`src/rtl/present_round_ctrl_pkg.sv`:
```
// ----------------------------------------------------------------------------
// present_pkg
//   Shared definitions for the iterative PRESENT-80 encryption controller:
//   - datapath widths and the default round count
//   - controller FSM state type {IDLE, RUN, DONE}
//   - the 4-bit S-box (table + function), the 64-bit sLayer and pLayer
//   - the 80-bit key-schedule step ks(k, r)
//   All functions are pure combinational helpers shared by the controller
//   and the round datapath.
// ----------------------------------------------------------------------------
package present_pkg;

    localparam int PT_W           = 64;
    localparam int KEY_W          = 80;
    localparam int ROUNDS_DEFAULT = 31;

    typedef enum logic [1:0] {
        IDLE = 2'd0,
        RUN  = 2'd1,
        DONE = 2'd2
    } fsm_state_e;

    localparam logic [3:0] SBOX_TAB [16] = '{
        4'hC, 4'h5, 4'h6, 4'hB, 4'h9, 4'h0, 4'hA, 4'hD,
        4'h3, 4'hE, 4'hF, 4'h8, 4'h4, 4'h7, 4'h1, 4'h2
    };

    function automatic logic [3:0] sbox(input logic [3:0] x);
        return SBOX_TAB[x];
    endfunction

    // Sixteen parallel S-boxes across the 64-bit state.
    function automatic logic [PT_W-1:0] slayer(input logic [PT_W-1:0] s);
        logic [PT_W-1:0] r;
        r = '0;
        for (int i = 0; i < 16; i++) begin
            r[4*i +: 4] = sbox(s[4*i +: 4]);
        end
        return r;
    endfunction

    // Bit i moves to position 16*i mod 63; bit 63 stays in place.
    function automatic logic [PT_W-1:0] player(input logic [PT_W-1:0] s);
        logic [PT_W-1:0] r;
        r = '0;
        for (int i = 0; i < 63; i++) begin
            r[(16*i) % 63] = s[i];
        end
        r[63] = s[63];
        return r;
    endfunction

    // One key-schedule step: rotate left by 61, S-box the top nibble,
    // fold the round counter into bits [19:15].
    function automatic logic [KEY_W-1:0] key_update(input logic [KEY_W-1:0] k,
                                                    input logic [4:0]       r);
        logic [KEY_W-1:0] n;
        n          = {k[18:0], k[79:19]};
        n[79:76]   = sbox(n[79:76]);
        n[19:15]   = n[19:15] ^ r;
        return n;
    endfunction

endpackage

```
`src/rtl/present_round_ctrl_if.sv`:
```
// ----------------------------------------------------------------------------
// present_round_ctrl_if
//   Input (plaintext/key) and output (ciphertext) handshakes of the
//   PRESENT-80 controller.
//
//   Handshake rule (both channels): a transfer happens on a rising clock
//   edge where valid and ready are both high. The producer holds its data
//   stable while valid is high; the controller's in_ready and out_valid are
//   functions of its FSM state only, never of the partner's valid/ready.
//
//   Signals
//     in_valid  : plaintext/key offered          (master -> slave)
//     in_ready  : controller can accept          (slave  -> master)
//     in_pt     : 64-bit plaintext               (master -> slave)
//     in_key    : 80-bit key                     (master -> slave)
//     out_valid : ciphertext available           (slave  -> master)
//     out_ready : consumer takes ciphertext      (master -> slave)
//     out_ct    : 64-bit ciphertext              (slave  -> master)
//   Modports: master = environment/driver side, slave = controller side.
// ----------------------------------------------------------------------------
interface present_round_ctrl_if;
    import present_pkg::*;

    logic             in_valid;
    logic             in_ready;
    logic [PT_W-1:0]  in_pt;
    logic [KEY_W-1:0] in_key;
    logic             out_valid;
    logic             out_ready;
    logic [PT_W-1:0]  out_ct;

    modport master (
        output in_valid, in_pt, in_key, out_ready,
        input  in_ready, out_valid, out_ct
    );

    modport slave (
        input  in_valid, in_pt, in_key, out_ready,
        output in_ready, out_valid, out_ct
    );

endinterface

```
`src/rtl/present_round_ctrl_round.sv`:
```
// ----------------------------------------------------------------------------
// present_round
//   Combinational PRESENT round: addRoundKey, then sLayer, then pLayer.
//   Ports
//     state_i [63:0] : current cipher state
//     rkey_i  [63:0] : round key (top 64 bits of the key register)
//     state_o [63:0] : state after one full round
// ----------------------------------------------------------------------------
module present_round
    import present_pkg::*;
(
    input  logic [PT_W-1:0] state_i,
    input  logic [PT_W-1:0] rkey_i,
    output logic [PT_W-1:0] state_o
);

    logic [PT_W-1:0] ark;
    logic [PT_W-1:0] sl;

    assign ark     = state_i ^ rkey_i;
    assign sl      = slayer(ark);
    assign state_o = player(sl);

endmodule

```
`src/rtl/present_round_ctrl.sv`:
```
// ----------------------------------------------------------------------------
// present_round_ctrl
//   Iterative PRESENT-80 encryption controller. Accepts plaintext+key,
//   runs ROUNDS rounds through a 64-bit state register and an 80-bit key
//   register (one round per clock), then offers the ciphertext
//   state ^ key[79:16] until the consumer takes it.
//
//   Parameters
//     ROUNDS : round count, 1..31 (31 = standard PRESENT)
//     RC_W   : round-counter width, must hold ROUNDS
//   Ports
//     clk       : clock, all flops on the rising edge
//     rst       : asynchronous, active-high reset
//     bus       : present_round_ctrl_if.slave (in/out handshakes)
//     busy      : high in RUN or DONE
//     dbg_round : round counter, only with PRESENT_ROUND_DBG_EN defined
//
//   Build option: define PRESENT_ROUND_DBG_EN to add dbg_round.
//   dbg_round reads 0 in IDLE, 1..ROUNDS in RUN and ROUNDS+1 in DONE.
//   The counter carries one bit above RC_W so the DONE value ROUNDS+1
//   (32 with the defaults) is representable and the counter never wraps.
//
//   Timing: out_valid rises exactly ROUNDS clocks after the accepting edge;
//   with out_ready held high a new block can be accepted every ROUNDS+2
//   clocks.
// ----------------------------------------------------------------------------
module present_round_ctrl
    import present_pkg::*;
#(
    parameter int ROUNDS = ROUNDS_DEFAULT,
    parameter int RC_W   = 5
)
(
    input  logic                clk,
    input  logic                rst,
    present_round_ctrl_if.slave bus,
    output logic                busy
`ifdef PRESENT_ROUND_DBG_EN
    ,
    output logic [RC_W:0]       dbg_round
`endif
);

    localparam logic [RC_W:0] RND_LAST = (RC_W+1)'(ROUNDS);
    localparam logic [RC_W:0] RND_ONE  = (RC_W+1)'(1);

    fsm_state_e       fsm_q,   fsm_d;
    logic [PT_W-1:0]  state_q, state_d;
    logic [KEY_W-1:0] key_q,   key_d;
    logic [RC_W:0]    rnd_q,   rnd_d;

    logic             in_ready;
    logic             out_valid;
    logic [PT_W-1:0]  round_out;

    present_round u_round (
        .state_i (state_q),
        .rkey_i  (key_q[79:16]),
        .state_o (round_out)
    );

    always_ff @(posedge clk or posedge rst) begin
        if (rst) begin
            fsm_q   <= IDLE;
            state_q <= '0;
            key_q   <= '0;
            rnd_q   <= '0;
        end else begin
            fsm_q   <= fsm_d;
            state_q <= state_d;
            key_q   <= key_d;
            rnd_q   <= rnd_d;
        end
    end

    always_comb begin
        fsm_d     = fsm_q;
        state_d   = state_q;
        key_d     = key_q;
        rnd_d     = rnd_q;
        in_ready  = 1'b0;
        out_valid = 1'b0;

        case (fsm_q)
            IDLE: begin
                in_ready = 1'b1;
                if (bus.in_valid) begin
                    state_d = bus.in_pt;
                    key_d   = bus.in_key;
                    rnd_d   = RND_ONE;
                    fsm_d   = RUN;
                end
            end

            RUN: begin
                // The key update uses the counter value of this round, so
                // round r produces K(r+1) alongside the new state.
                state_d = round_out;
                key_d   = key_update(key_q, rnd_q[4:0]);
                rnd_d   = rnd_q + RND_ONE;
                if (rnd_q == RND_LAST) begin
                    fsm_d = DONE;
                end
            end

            DONE: begin
                out_valid = 1'b1;
                if (bus.out_ready) begin
                    fsm_d = IDLE;
                    rnd_d = '0;
                end
            end

            default: begin
                fsm_d = IDLE;
            end
        endcase
    end

    // Final addRoundKey is applied on the output path; both operands are
    // registers, so out_ct is stable for as long as DONE lasts.
    assign bus.out_ct    = state_q ^ key_q[79:16];
    assign bus.in_ready  = in_ready;
    assign bus.out_valid = out_valid;
    assign busy          = (fsm_q != IDLE);

`ifdef PRESENT_ROUND_DBG_EN
    assign dbg_round = rnd_q;
`endif

endmodule
```
`src/flat_wrapper.sv`:
```
// flat-port wrapper written by rule: the top's interface ports become plain ports
module present_round_ctrl_flat import present_pkg::*;
#(
    parameter int ROUNDS = ROUNDS_DEFAULT,
    parameter int RC_W   = 5
)
  (clk, rst, busy, bus_in_valid, bus_in_pt, bus_in_key, bus_out_ready, bus_in_ready, bus_out_valid, bus_out_ct);
  present_round_ctrl_if bus_i ();
  input  logic clk;
  input  logic rst;
  output logic busy;
  input wire logic [$bits(bus_i.in_valid)-1:0] bus_in_valid;
  input wire logic [$bits(bus_i.in_pt)-1:0] bus_in_pt;
  input wire logic [$bits(bus_i.in_key)-1:0] bus_in_key;
  input wire logic [$bits(bus_i.out_ready)-1:0] bus_out_ready;
  output wire logic [$bits(bus_i.in_ready)-1:0] bus_in_ready;
  output wire logic [$bits(bus_i.out_valid)-1:0] bus_out_valid;
  output wire logic [$bits(bus_i.out_ct)-1:0] bus_out_ct;
  assign bus_i.in_valid = bus_in_valid;
  assign bus_i.in_pt = bus_in_pt;
  assign bus_i.in_key = bus_in_key;
  assign bus_i.out_ready = bus_out_ready;
  assign bus_in_ready = bus_i.in_ready;
  assign bus_out_valid = bus_i.out_valid;
  assign bus_out_ct = bus_i.out_ct;
  present_round_ctrl #(.ROUNDS(ROUNDS), .RC_W(RC_W)) u_core (.clk(clk), .rst(rst), .bus(bus_i), .busy(busy));
endmodule
```
`config.mk`:
```
export PLATFORM = sky130hd
export DESIGN_NAME = present_round_ctrl_flat
export DESIGN_NICKNAME = d
export VERILOG_FILES = /design/src/rtl/present_round_ctrl_pkg.sv /design/src/rtl/present_round_ctrl_if.sv /design/src/rtl/present_round_ctrl_round.sv /design/src/rtl/present_round_ctrl.sv /design/src/flat_wrapper.sv
export SDC_FILE = /design/constraint.sdc
export NUM_CORES = 1
export LEC_CHECK = 0
export ABC_AREA = 1
export BUFFER_PORTS_ARGS = -buffer_cell sky130_fd_sc_hd__buf_4
export CAP_MARGIN = 20
export CELL_PAD_IN_SITES_DETAIL_PLACEMENT = 1
export CELL_PAD_IN_SITES_GLOBAL_PLACEMENT = 2
export CORE_MARGIN = 4
export CORE_UTILIZATION = 25
export DETAILED_ROUTE_END_ITERATION = 8
export GPL_TIMING_DRIVEN = 0
export PLACE_DENSITY = 0.68
export SLEW_MARGIN = 5
export SYNTH_ARGS = -nofsm -noshare
export SYNTH_HDL_FRONTEND = slang
export SYNTH_HIERARCHICAL = 1
export SYNTH_SLANG_ARGS = --single-unit
```
`constraint.sdc`:
```
create_clock -name clk -period 5.2 [get_ports clk]
set_input_delay 0.78 -clock clk [delete_from_list [all_inputs] [get_ports clk]]
set_output_delay 0.78 -clock clk [all_outputs]
set_load 0.03 [all_outputs]
```
==> out/results.tsv, run 1 <==
stage	metric	value	unit
route	routed vias	12770	
global_routing	global route total overflow	0	
yosys	syn_nets	2076	
clock_tree	Clock Sink Count	152	
route	Routed met2 length	25620	µm
clock_tree	clk_lat worst skew	0.47	ns
placement	Placer Congestion	0.8580	
clock_tree	TritonCTS Buffers	17	
floorplan	core area	47750	µm²
finish	area grow syn2layout	24.50	%
yosys	Seq cells post-synth	152	
route	WL per Instance	20.18	µm
yosys	Synth Cell Area	12100	µm²
global_routing	Total GRT Usage	0.2120	
timing	final setup violation count	0	
finish	Final Instance Count excl. Fillers	2732	
yosys	YS warnings	6	
clock_tree	H-tree depth reported by CTS	4	
route	first-pass iteration count of the detailed router	5	
timing	Hold Fails Final Rpt	0	
finish	share of layout cells above drive strength 1	0.1894	
global_routing	vias in the first global route	13460	
timing	clk_skew	0.02126	ns
run_status	status	finished, final reports clean	
worst_setup_path	Critical Path AT	1.63	ns
route	drc violations	0	
global_routing	initial antenna violation count	0	
route	final wirelength	55140	µm
worst_setup_path	worst-path fanout max	10	
route	DR vias/cell	4.675	
clock_tree	Setup Buffers After CTS	0	
route	DR WL met3	1926	µm
clock_tree	clock root buffer	clkbuf_16	
timing	Final Cycle Share	0.4632	
floorplan	Die W	228.0	µm
floorplan	full die area	51970	µm²
worst_setup_path	CP endpoint	bus_out_ct[1]	
hold_path	HP Class	primary input to asynchronous set/reset pin	
worst_setup_path	critical path class	flop to output port	
route	Detail Route Antenna Nets	0	
timing	Final Critical Period	2.409	ns
clock_tree	hold_buf cts	0	
flow_run	max-cap viol count	0	
floorplan	FP Rows	80	
finish	n_diodes	0	
global_routing	pin count of the biggest net entering global routing	78	
finish	fillcell total	6074	
route	top sig layer	met4	
route	DRT iter0 DRCs	669	
timing	Max Fclk	415.1	MHz
floorplan	Top-Level Pins	215	
placement	Placed Cells	2700	
worst_setup_path	RR Startpoint	u_core/fsm_q[1]	
worst_setup_path	startpoint types	flop	
yosys	Synth Instances	1870	
global_routing	first-pass GRT wire length	83850	µm
clock_tree	CTS tree	built	
yosys	synth unique cells	30	
route	metal1 wirelength	26880	µm
worst_setup_path	worst flop-to-flop path endpoint	u_core/key_q[31]	
worst_setup_path	CP required	4.42	ns
yosys	sequential fraction of the synthesis area	0.3144	
worst_setup_path	R2R setup slack	2.80	ns
placement	Port Buffers	214	
timing	Slew Limit Fails	0	
timing	Rel. slew slack	0.4024	
timing	unrepaired setup endpoints after global routing	no	
worst_setup_path	R2R cell count	8	
floorplan	die extent in y	228.0	µm
yosys	Post-Syn Area per Cell	6.469	µm²
worst_setup_path	Critical path origin	u_core/key_q[17]	
floorplan	Initial Utilization	0.2534	
finish	Final Net Count	2310	
clock_tree	Max Buffers Root-to-Sink	2	
worst_setup_path	endpoint class of the critical path	output port	
placement	Detailed Place HPWL	45150	µm
timing	Slew @ Worst Pin	0.8964	ns
clock_tree	Clock transition at path regs	0.08	ns
clock_tree	post-cts gate resize count	0	
cell type report:
cell class              instances  area (µm²)  area share
plain buffers                  65       297.8     0.01977
clock buffers                  18       439.2     0.02916
clock inverters                14       113.9    0.007560
inverters                     206       783.3     0.05201
multi-input cells            1447        7219      0.4794
flip-flops and latches        152        3804      0.2526
well taps                     615       769.5     0.05109
repair buffers                215        1634      0.1085
cell usage in the layout (no fill, tap or decap), drive strengths merged:
master / count
o22ai: 4
a31oi: 127
clkinv: 2
nor2: 200
nand3: 72
xor2: 64
nand2: 850
clkbuf: 47
inv: 212
a21oi: 10
nor3: 1
buf: 251
dfrtp: 152
o21ai: 30
a21boi: 1
ha: 58
or2: 1
clkinvlp: 6
o211ai: 8
nand4: 4
xnor2: 17
per-stage QoR:
| step | hold slack [ns] | TNS (ns) | util | cell area (µm²) | setup slack [ns] |
|---|---|---|---|---|---|
| CTS | 0.4143 | 0 | 0.3154 | 15060 | 2.725 |
| floorplan | 0.4914 | 0 | - | 12100 | 0.3269 |
| global route | 0.4318 | 0 | 0.3154 | 15060 | 2.654 |
| finish | 0.3963 | 0 | 0.3154 | 15060 | 2.791 |
| global placement | 0.5182 | -349.56 | 0.3031 | 14470 | -2.315 |
| detailed placement | 0.5301 | 0 | 0.3039 | 14510 | 2.747 |
worst max-delay path: stages, from the launching register on:
cell and delay [ns]:
dfrtp_1 0.41, clkbuf_1 0.38, xor2_1 0.20, buf_4 0.18
cells in the mapped netlist (all sizes together):
cell	count	area [µm²]
clkbuf	29	108.9
nand2	850	3293
a31oi	127	794.5
o22ai	4	25.02
o21ai	30	153.9
xor2	64	560.5
a21oi	10	50.05
dfrtp	152	3804
nand3	72	360.4
a21boi	1	7.510
nor2	200	883.4
buf	36	188.9
nand4	4	25.02
inv	206	775.8
or2	1	6.260
o211ai	8	60.06
nor3	1	5.000
xnor2	17	269.0
ha	58	725.7
registers in the layout, indices dropped and copies added (netlist names):
register,flops
u_core/fsm_q,2
u_core/key_q,80
u_core/rnd_q,6
u_core/state_q,64
per-layer routing:
metal,GRT usage,vias to the layer above
met4,0.04152,0
met5,0,-
met2,0.3527,258
met3,0.02595,30
li1,-,6298
met1,0.2982,6187
logic make-up (layout without fill, tap and decap cells):
kind of cell    Yosys count  in the layout  synth area share
simple gates           1128           1128            0.3781
buf+inv                 271            518           0.08875
compound gates          180            180           0.09019
flops                   152            152            0.3144
xor+xnor                 81             81           0.06858
fa+ha+maj                58             58           0.05999
how the worst min path moves through the flow:
stage                    startpoint                  to  slack [ns]  cells past startpoint
floorplan           u_core/fsm_q[1]     u_core/fsm_q[1]        0.49                      2
global placement    u_core/fsm_q[1]     u_core/fsm_q[1]        0.52                      2
detailed placement  u_core/rnd_q[5]     u_core/rnd_q[5]        0.53                      2
CTS                             rst  u_core/state_q[43]        0.41                      2
global route                    rst  u_core/state_q[43]        0.43                      2
finish                          rst  u_core/state_q[43]        0.40                      2
Power of run 1 is not shown: default switching activity piles up to over one toggle a cycle in this logic, so the estimate is an artifact.
==> inputs of run 2 (changes only) <==
Settings changed: ABC_AREA 1 to 0, PLACE_DENSITY 0.68 to 0.63.
Clock period 5.2 ns to 2.1 ns, I/O delays scaled along.
==> run 2 against run 1 <==
  * Die area is 8.1% lower
  * Design area fell by 2.0%
  * Flip-flop and latch count stayed put
  * Non-clock buffer count increased by 2
  * Sequential share of layout area grew 0.63 points
  * Global-route usage down 2.6 points
  * Synthesized area fell by 8.3%
  * Synthesized cell count fell by 41%
  * Clock-buffer cell count is 2 higher
  * Critical endpoint is now u_core/state_q[10]
==> out/results.tsv, run 2 <==
stage	metric	value	unit	change
worst_setup_path	crit path cell chain	xnor2_2 -> inv_1 -> ha_1 -> mux2i_1 -> mux2i_2 -> mux2i_1 -> o21ai_1		
global_routing	pin count of the biggest net entering global routing	36		-54%
timing	Slew @ Worst Pin	0.8070	ns	-0.08941 ns
worst_setup_path	slowest cell delay on critical path	0.49	ns	+0.08 ns
yosys	syn_nets	1310		-37%
route	drc violations	0		unchanged
timing	Rel. slew slack	0.4609		+0.05847
clock_tree	H-tree depth reported by CTS	4		unchanged
route	routed vias	9119		-29%
timing	unrepaired setup endpoints after global routing	yes		
placement	Placed Cells	1907		-29%
finish	max FFs per register	80		unchanged
yosys	Synth Area in Adders	0.06546		+0.005464
finish	fillcell total	4910		-19%
worst_setup_path	startpoint types	flop		
floorplan	Top-Level Pins	215		unchanged
yosys	Post-synth top cells	mux2i_1 (177), dfrtp_1 (152), nand2_1 (150), o21ai_1 (120), xor2_1 (85)		
worst_setup_path	most used cell, CP	mux2i_1		
finish	most frequent cells in the layout	buf_4 (235), mux2i_1 (169), nand2_1 (150), dfrtp_1 (139), o21ai_1 (121)		
clock_tree	hold_buf cts	0		unchanged
yosys	largest family of logic cells by synthesized area	multiplexers		
yosys	compound-cell area share of the yosys netlist	0.1131		+0.02289
finish	share of layout cells above drive strength 1	0.3089		+0.1195
placement	pre-CTS setup slack	-0.4991	ns	-3.246 ns
yosys	mux share of post-synthesis cell area	0.2146		+0.2146
global_routing	vias in the first global route	9826		-27%
route	final wirelength	45190	µm	-18%
finish	Final Net Count	1560		-32%
yosys	Post-Syn Area per Cell	10.04	µm²	+55%
worst_setup_path	endpoint class of the critical path	flop		
yosys	synth unique cells	52		+73%
placement	Port Buffers	214		unchanged
power	PnR Total Power	6.907	mW	
yosys	dominant synthesized flop cell	dfrtp_1		
finish	Top Registers	u_core/key_q x80, u_core/state_q x64, u_core/rnd_q x6		
timing	final setup violation count	0		unchanged
global_routing	global route total overflow	0		unchanged
worst_setup_path	crit path buf inv count	1		-1
clock_tree	Clock Sink Count	152		unchanged
yosys	Seq cells post-synth	152		unchanged
placement	Placer Congestion	0.8444		-1.6%
finish	area grow syn2layout	33.10	%	
finish	n_diodes	0		unchanged
clock_tree	Max Buffers Root-to-Sink	2		unchanged
flow_run	max-cap viol count	0		unchanged
yosys	area leader, netlist	dfrtp_1		
timing	Final Cycle Share	0.9850		
yosys	post-synthesis xor/xnor area fraction	0.1361		+0.06753
yosys	sequential fraction of the synthesis area	0.3431		+0.02864
placement	Detailed Place HPWL	36490	µm	-19%
finish	most common cell after layout, fill and taps aside	buf_4		
global_routing	first-pass GRT wire length	64760	µm	-23%
finish	Biggest register	u_core/key_q		
route	DR vias/cell	4.674		about the same
run_status	status	finished, final reports clean		
timing	clk_skew	0.008747	ns	-0.01251 ns
route	first-pass iteration count of the detailed router	5		unchanged
timing	final setup TNS	0	ns	unchanged
finish	Final Instance Count excl. Fillers	1951		-29%
worst_setup_path	critical path's top delay family	multiplexers		
clock_tree	TritonCTS Buffers	17		unchanged
yosys	top post-synthesis cells by area	dfrtp_1 (34%), mux2i_1 (16%), xor2_1 (6.7%), ha_1 (6.5%), o21ai_1 (5.4%)		
route	DRT iter0 DRCs	520		-22%
yosys	Synth Instances	1104		-41%
global_routing	Total GRT Usage	0.1864		-0.02553
power	LEAKAGE	7.191	nW	
worst_setup_path	CP required	2.47	ns	-1.95 ns
worst_setup_path	critical path class	flop to flop		
hold_path	HP Class	primary input to asynchronous set/reset pin		
worst_setup_path	Critical Path Slowest Stage Cell	dfrtp_1		
timing	Final WS setup	0.03151	ns	-2.760 ns
timing	hold_ws	0.02134	ns	-0.3750 ns
timing	Hold Fails Final Rpt	0		unchanged
yosys	Simple-Gate Fraction of Synth Area	0.07279		-0.3053
yosys	EDFF count, synth	0		unchanged
floorplan	full die area	47780	µm²	-8.1%
clock_tree	clk_lat worst skew	0.44	ns	-0.03 ns
clock_tree	clock root buffer	clkbuf_16		
yosys	YS warnings	6		unchanged
route	WL per Instance	23.16	µm	+15%
floorplan	core area	43460	µm²	-9.0%
yosys	count leader, synth	mux2i_1		
power	peak supply drop	313.2	µV	
floorplan	FP Rows	76		-5.0%
timing	Max Fclk	483.4	MHz	
timing	Final Critical Period	2.068	ns	
yosys	top-area cell type share of the netlist area	0.3431		+0.02864
clock_tree	CTS tree	built		
floorplan	die extent in y	218.6	µm	-4.1%
power	pwr/cell area	468.1	nW/µm²	
clock_tree	Clock transition at path regs	0.07	ns	about the same
yosys	Synth Cell Area	11090	µm²	-8.3%
route	Detail Route Antenna Nets	0		unchanged
yosys	ys async rst share	1.000		unchanged
floorplan	Die W	218.6	µm	-4.1%
global_routing	initial antenna violation count	0		unchanged
floorplan	Initial Utilization	0.2551		+0.001771
worst_setup_path	Critical Path AT	2.44	ns	+0.81 ns
worst_setup_path	worst-path fanout max	4		-6
timing	Slew Limit Fails	0		unchanged
run 2: changes by cell type in the layout (fill, tap and decap cells not counted), moves of 35 or more:
| cell | before | now |
|---|---|---|
| nand2_1 | 813 | 150 |
| mux2i_1 | 0 | 169 |
| nor2_1 | 171 | 14 |
| a31oi_1 | 127 | 0 |
| o21ai_1 | 5 | 121 |
| inv_1 | 171 | 71 |
| nand3_1 | 72 | 15 |
| nand2_2 | 35 | 0 |
run 2: repair_timing:
action	CTS	global route
buffers inserted	6	8
endpoints found under the setup margin	144	95
resized for setup	52	55
pin swaps	5	8
run 2: logic make-up (layout without fill, tap and decap cells):
kind of cell	Yosys count	after routing
compound gates	215	215
mux	206	206
xor+xnor	150	150
fa+ha+maj	58	58
buf+inv	125	387
simple gates	198	198
flops	152	152
run 2: path summary, 6_finish.rpt:
| path | from | endpoint | slack [ns] | cells past startpoint |
|---|---|---|---|---|
| max | u_core/key_q[57] | u_core/state_q[10] | 0.03 | 7 |
| min | rst | u_core/state_q[41] | 0.02 | 2 |
| max reg2reg | u_core/key_q[57] | u_core/state_q[10] | 0.03 | 7 |
| min reg2reg | u_core/key_q[9] | u_core/key_q[9] | 0.49 | 2 |
| max in group asynchronous | rst | u_core/key_q[21] | 0.90 | 5 |
| min in group clk | bus_in_key[67] | u_core/key_q[67] | 0.14 | 3 |
run 2: per-stage QoR:
step	area, µm²	utilization
after detailed placement	13510	0.3109
after floorplan	11090	-
final	14760	0.3396
after global routing	14760	0.3396
after CTS	14480	0.3331
after global placement	13430	0.3090
run 2: cell type report:
class                           instances  area, µm²  share of cell area
Tap cell                              585      732.0             0.04960
Sequential cell                       152       3820              0.2589
Timing Repair Buffer                  232       1804              0.1223
Multi-Input combinational cell        827       7071              0.4791
Clock buffer                           20      446.7             0.03027
Clock inverter                         11      220.2             0.01492
Buffer                                 50      381.6             0.02586
Inverter                               74      281.5             0.01908
run 2: layer usage:
metal | up-vias | wire [µm] | global-route usage
met4 | 0 | 886 | 0.05309
met1 | 4562 | 20830 | 0.2511
met2 | 193 | 21720 | 0.3104
li1 | 4326 | - | -
met3 | 38 | 1751 | 0.02989
met5 | - | 0 | 0
run 2: power by group:
part,leakage [nW],switching (mW),internal (mW)
logic,5.17,0.160,0.196
registers,1.70,0,2.93
clock network,0.313,1.36,2.26
total,7.19,1.52,5.38
Note: power is estimated with default switching activity, not from simulation.
==> inputs of run 3 (changes only) <==
Settings changed: CELL_PAD_IN_SITES_GLOBAL_PLACEMENT 2 to 1, PLACE_DENSITY 0.63 to 0.53.
==> run 3 against run 2 <==
  * Wire length shrank 0.32%
  * Register-to-register slack gained 0.03 ns
  * Clock skew grew 0.0011 ns
  * Utilization shrank 0.16 points
  * Sequential share of layout area grew 0.15 points
  * Fmax grew 1.3%
  * Sequential power is essentially flat
  * Final cell count grew 0.31%
  * Die area is the same
  * Worst setup slack gained 0.026 ns
  * Power shrank 8.6%
  * Largest power group unchanged
==> out/results.tsv, run 3 (synthesis results as in run 2) <==
stage	metric	value	unit	change
run_status	status	finished, final reports clean		
finish	Top Registers	u_core/key_q x80, u_core/state_q x64, u_core/rnd_q x6		
worst_setup_path	CP required	2.42	ns	-0.05 ns
global_routing	initial antenna violation count	1		+1
route	first-pass iteration count of the detailed router	4		-1
placement	Detailed Place HPWL	36640	µm	+0.40%
global_routing	first-pass GRT wire length	65430	µm	+1.0%
floorplan	die extent in y	218.6	µm	unchanged
clock_tree	CTS tree	built		
route	routed vias	9105		-0.15%
worst_setup_path	worst flop-to-flop path endpoint	u_core/state_q[37]		
clock_tree	H-tree depth reported by CTS	4		unchanged
worst_setup_path	endpoint class of the critical path	flop		
route	WL per Instance	23.02	µm	-0.63%
timing	final setup violation count	0		unchanged
finish	Biggest register	u_core/key_q		
global_routing	pin count of the biggest net entering global routing	35		-2.8%
worst_setup_path	crit path cell chain	xor2_1 -> mux4_1 -> mux2i_1 -> o21ai_1		
power	Psw	1.617	mW	+6.2%
timing	clk_skew	0.009835	ns	+0.001088 ns
finish	max FFs per register	80		unchanged
power	Comb pwr share	0.056		+0.004
route	Detail Route Antenna Nets	0		unchanged
worst_setup_path	startpoint types	flop		
clock_tree	Clock Sink Count	152		unchanged
power	pwr/cell area	429.8	nW/µm²	-8.2%
worst_setup_path	worst-path fanout max	5		+1
floorplan	core area	43460	µm²	unchanged
power	switching share of power	0.2562		+0.03575
power	LEAKAGE	7.170	nW	-0.29%
clock_tree	TritonCTS Buffers	17		unchanged
floorplan	full die area	47780	µm²	unchanged
timing	Max Fclk	489.6	MHz	+1.3%
finish	most common cell after layout, fill and taps aside	buf_4		
global_routing	vias in the first global route	9990		+1.7%
clock_tree	Clock transition at path regs	0.07	ns	about the same
finish	Final Net Count	1565		+0.32%
finish	area grow syn2layout	32.48	%	
placement	pre-CTS setup slack	-0.4666	ns	+0.03243 ns
power	Flop pwr share	0.463		+0.039
clock_tree	hold_buf cts	0		unchanged
finish	most frequent cells in the layout	buf_4 (240), mux2i_1 (169), nand2_1 (150), dfrtp_1 (136), o21ai_1 (121)		
floorplan	FP Rows	76		unchanged
hold_path	HP Class	primary input to asynchronous set/reset pin		
worst_setup_path	Critical Path Slowest Stage Cell	mux4_1		
power	peak supply drop	317.0	µV	+1.2%
floorplan	Initial Utilization	0.2551		unchanged
route	final wirelength	45050	µm	-0.32%
finish	share of layout cells above drive strength 1	0.3134		+0.004480
floorplan	Die W	218.6	µm	unchanged
floorplan	Top-Level Pins	215		unchanged
route	DRT iter0 DRCs	454		-13%
flow_run	max-cap viol count	0		unchanged
timing	Hold Fails Final Rpt	0		unchanged
worst_setup_path	RR Startpoint	u_core/key_q[39]		
timing	Rel. slew slack	0.4508		-0.01009
power	Pint	4.695	mW	-13%
clock_tree	clk_lat worst skew	0.44	ns	about the same
worst_setup_path	critical path class	flop to flop		
finish	n_diodes	0		unchanged
timing	hold_ws	0.02014	ns	-0.001200 ns
timing	Final Critical Period	2.043	ns	-0.02593 ns
timing	Final Cycle Share	0.9726		-0.01235
clock_tree	clock root buffer	clkbuf_16		
power	PnR Total Power	6.312	mW	-8.6%
global_routing	Total GRT Usage	0.1879		+0.001480
timing	Final WS setup	0.05744	ns	+0.02593 ns
placement	Port Buffers	214		unchanged
worst_setup_path	slowest cell delay on critical path	0.62	ns	+0.13 ns
route	drc violations	0		unchanged
worst_setup_path	Critical Path AT	2.36	ns	-0.08 ns
timing	Slew Limit Fails	0		unchanged
global_routing	global route total overflow	0		unchanged
worst_setup_path	R2R setup slack	0.06	ns	+0.03 ns
route	DR vias/cell	4.653		-0.46%
power	power share of the clock group	0.480		-0.045
clock_tree	Max Buffers Root-to-Sink	2		unchanged
placement	Placer Congestion	0.8200		-2.9%
timing	Slew @ Worst Pin	0.8221	ns	+0.01510 ns
finish	Core Util, Final	0.3380		-0.001584
worst_setup_path	R2R cell count	4		-3
==> run 3: final cells by class <==
class | instances | area (µm²)
well taps | 585 | 732.0
inverters | 74 | 281.5
repair buffers | 237 | 1842
flip-flops and latches | 152 | 3824
multi-input cells | 827 | 7074
clock inverters | 14 | 115.1
fillers | 4963 | 28770
clock buffers | 18 | 439.2
plain buffers | 50 | 380.4
==> run 3: critical path: cells and delay by family (launching register included) <==
| family | cells | cell delay (ns) |
|---|---|---|
| mux | 2 | 0.77 |
| flops | 1 | 0.56 |
| compound gates | 1 | 0.07 |
| xor+xnor | 1 | 0.52 |
==> run 3: repair_timing <==
action / in CTS / in global routing
endpoints found under the setup margin: 144 / 90
pin swaps: 6 / 10
setup buffers: 5 / 14
gates cloned: 0 / 0
gates resized for setup: 51 / 53
==> run 3: worst max-delay path by stage <==
stage	startpoint	end	cells after the start
finish	u_core/key_q[39]	u_core/state_q[37]	4
global route	u_core/key_q[17]	u_core/state_q[0]	7
CTS	u_core/key_q[37]	u_core/state_q[53]	7
detailed placement	u_core/fsm_q[0]	u_core/key_q[58]	6
global placement	rst	u_core/key_q[3]	2
floorplan	rst	u_core/fsm_q[0]	1
==> run 3: layer usage <==
metal / vias up / GRT usage / wire length (µm)
li1: 4330 / - / -
met1: 4586 / 0.2522 / 20940
met2: 157 / 0.3184 / 21790
met3: 32 / 0.02753 / 1570
met4: 0 / 0.04845 / 748
met5: - / 0 / 0
==> run 3: power groups by stage <==
stage,Combinational (mW),Clock (mW),Sequential [mW]
after global routing,0.386,3.23,2.92
after CTS,0.369,3.12,2.93
after detailed placement,0.367,0,2.98
after global placement,0.348,0,2.98
final,0.356,3.03,2.93
after floorplan,0.0521,0,2.98
==> run 3: through the flow <==
stage | setup TNS, ns | std cells | instance area (µm²)
3_5_place_dp | -40.61 | 1907 | 13510
2_1_floorplan | -20.06 | 1104 | 11090
6_report | 0 | 1957 | 14690
4_1_cts | 0 | 1943 | 14350
3_3_place_gp | -267.91 | 1903 | 13430
5_1_grt | -0.03323 | 1957 | 14690
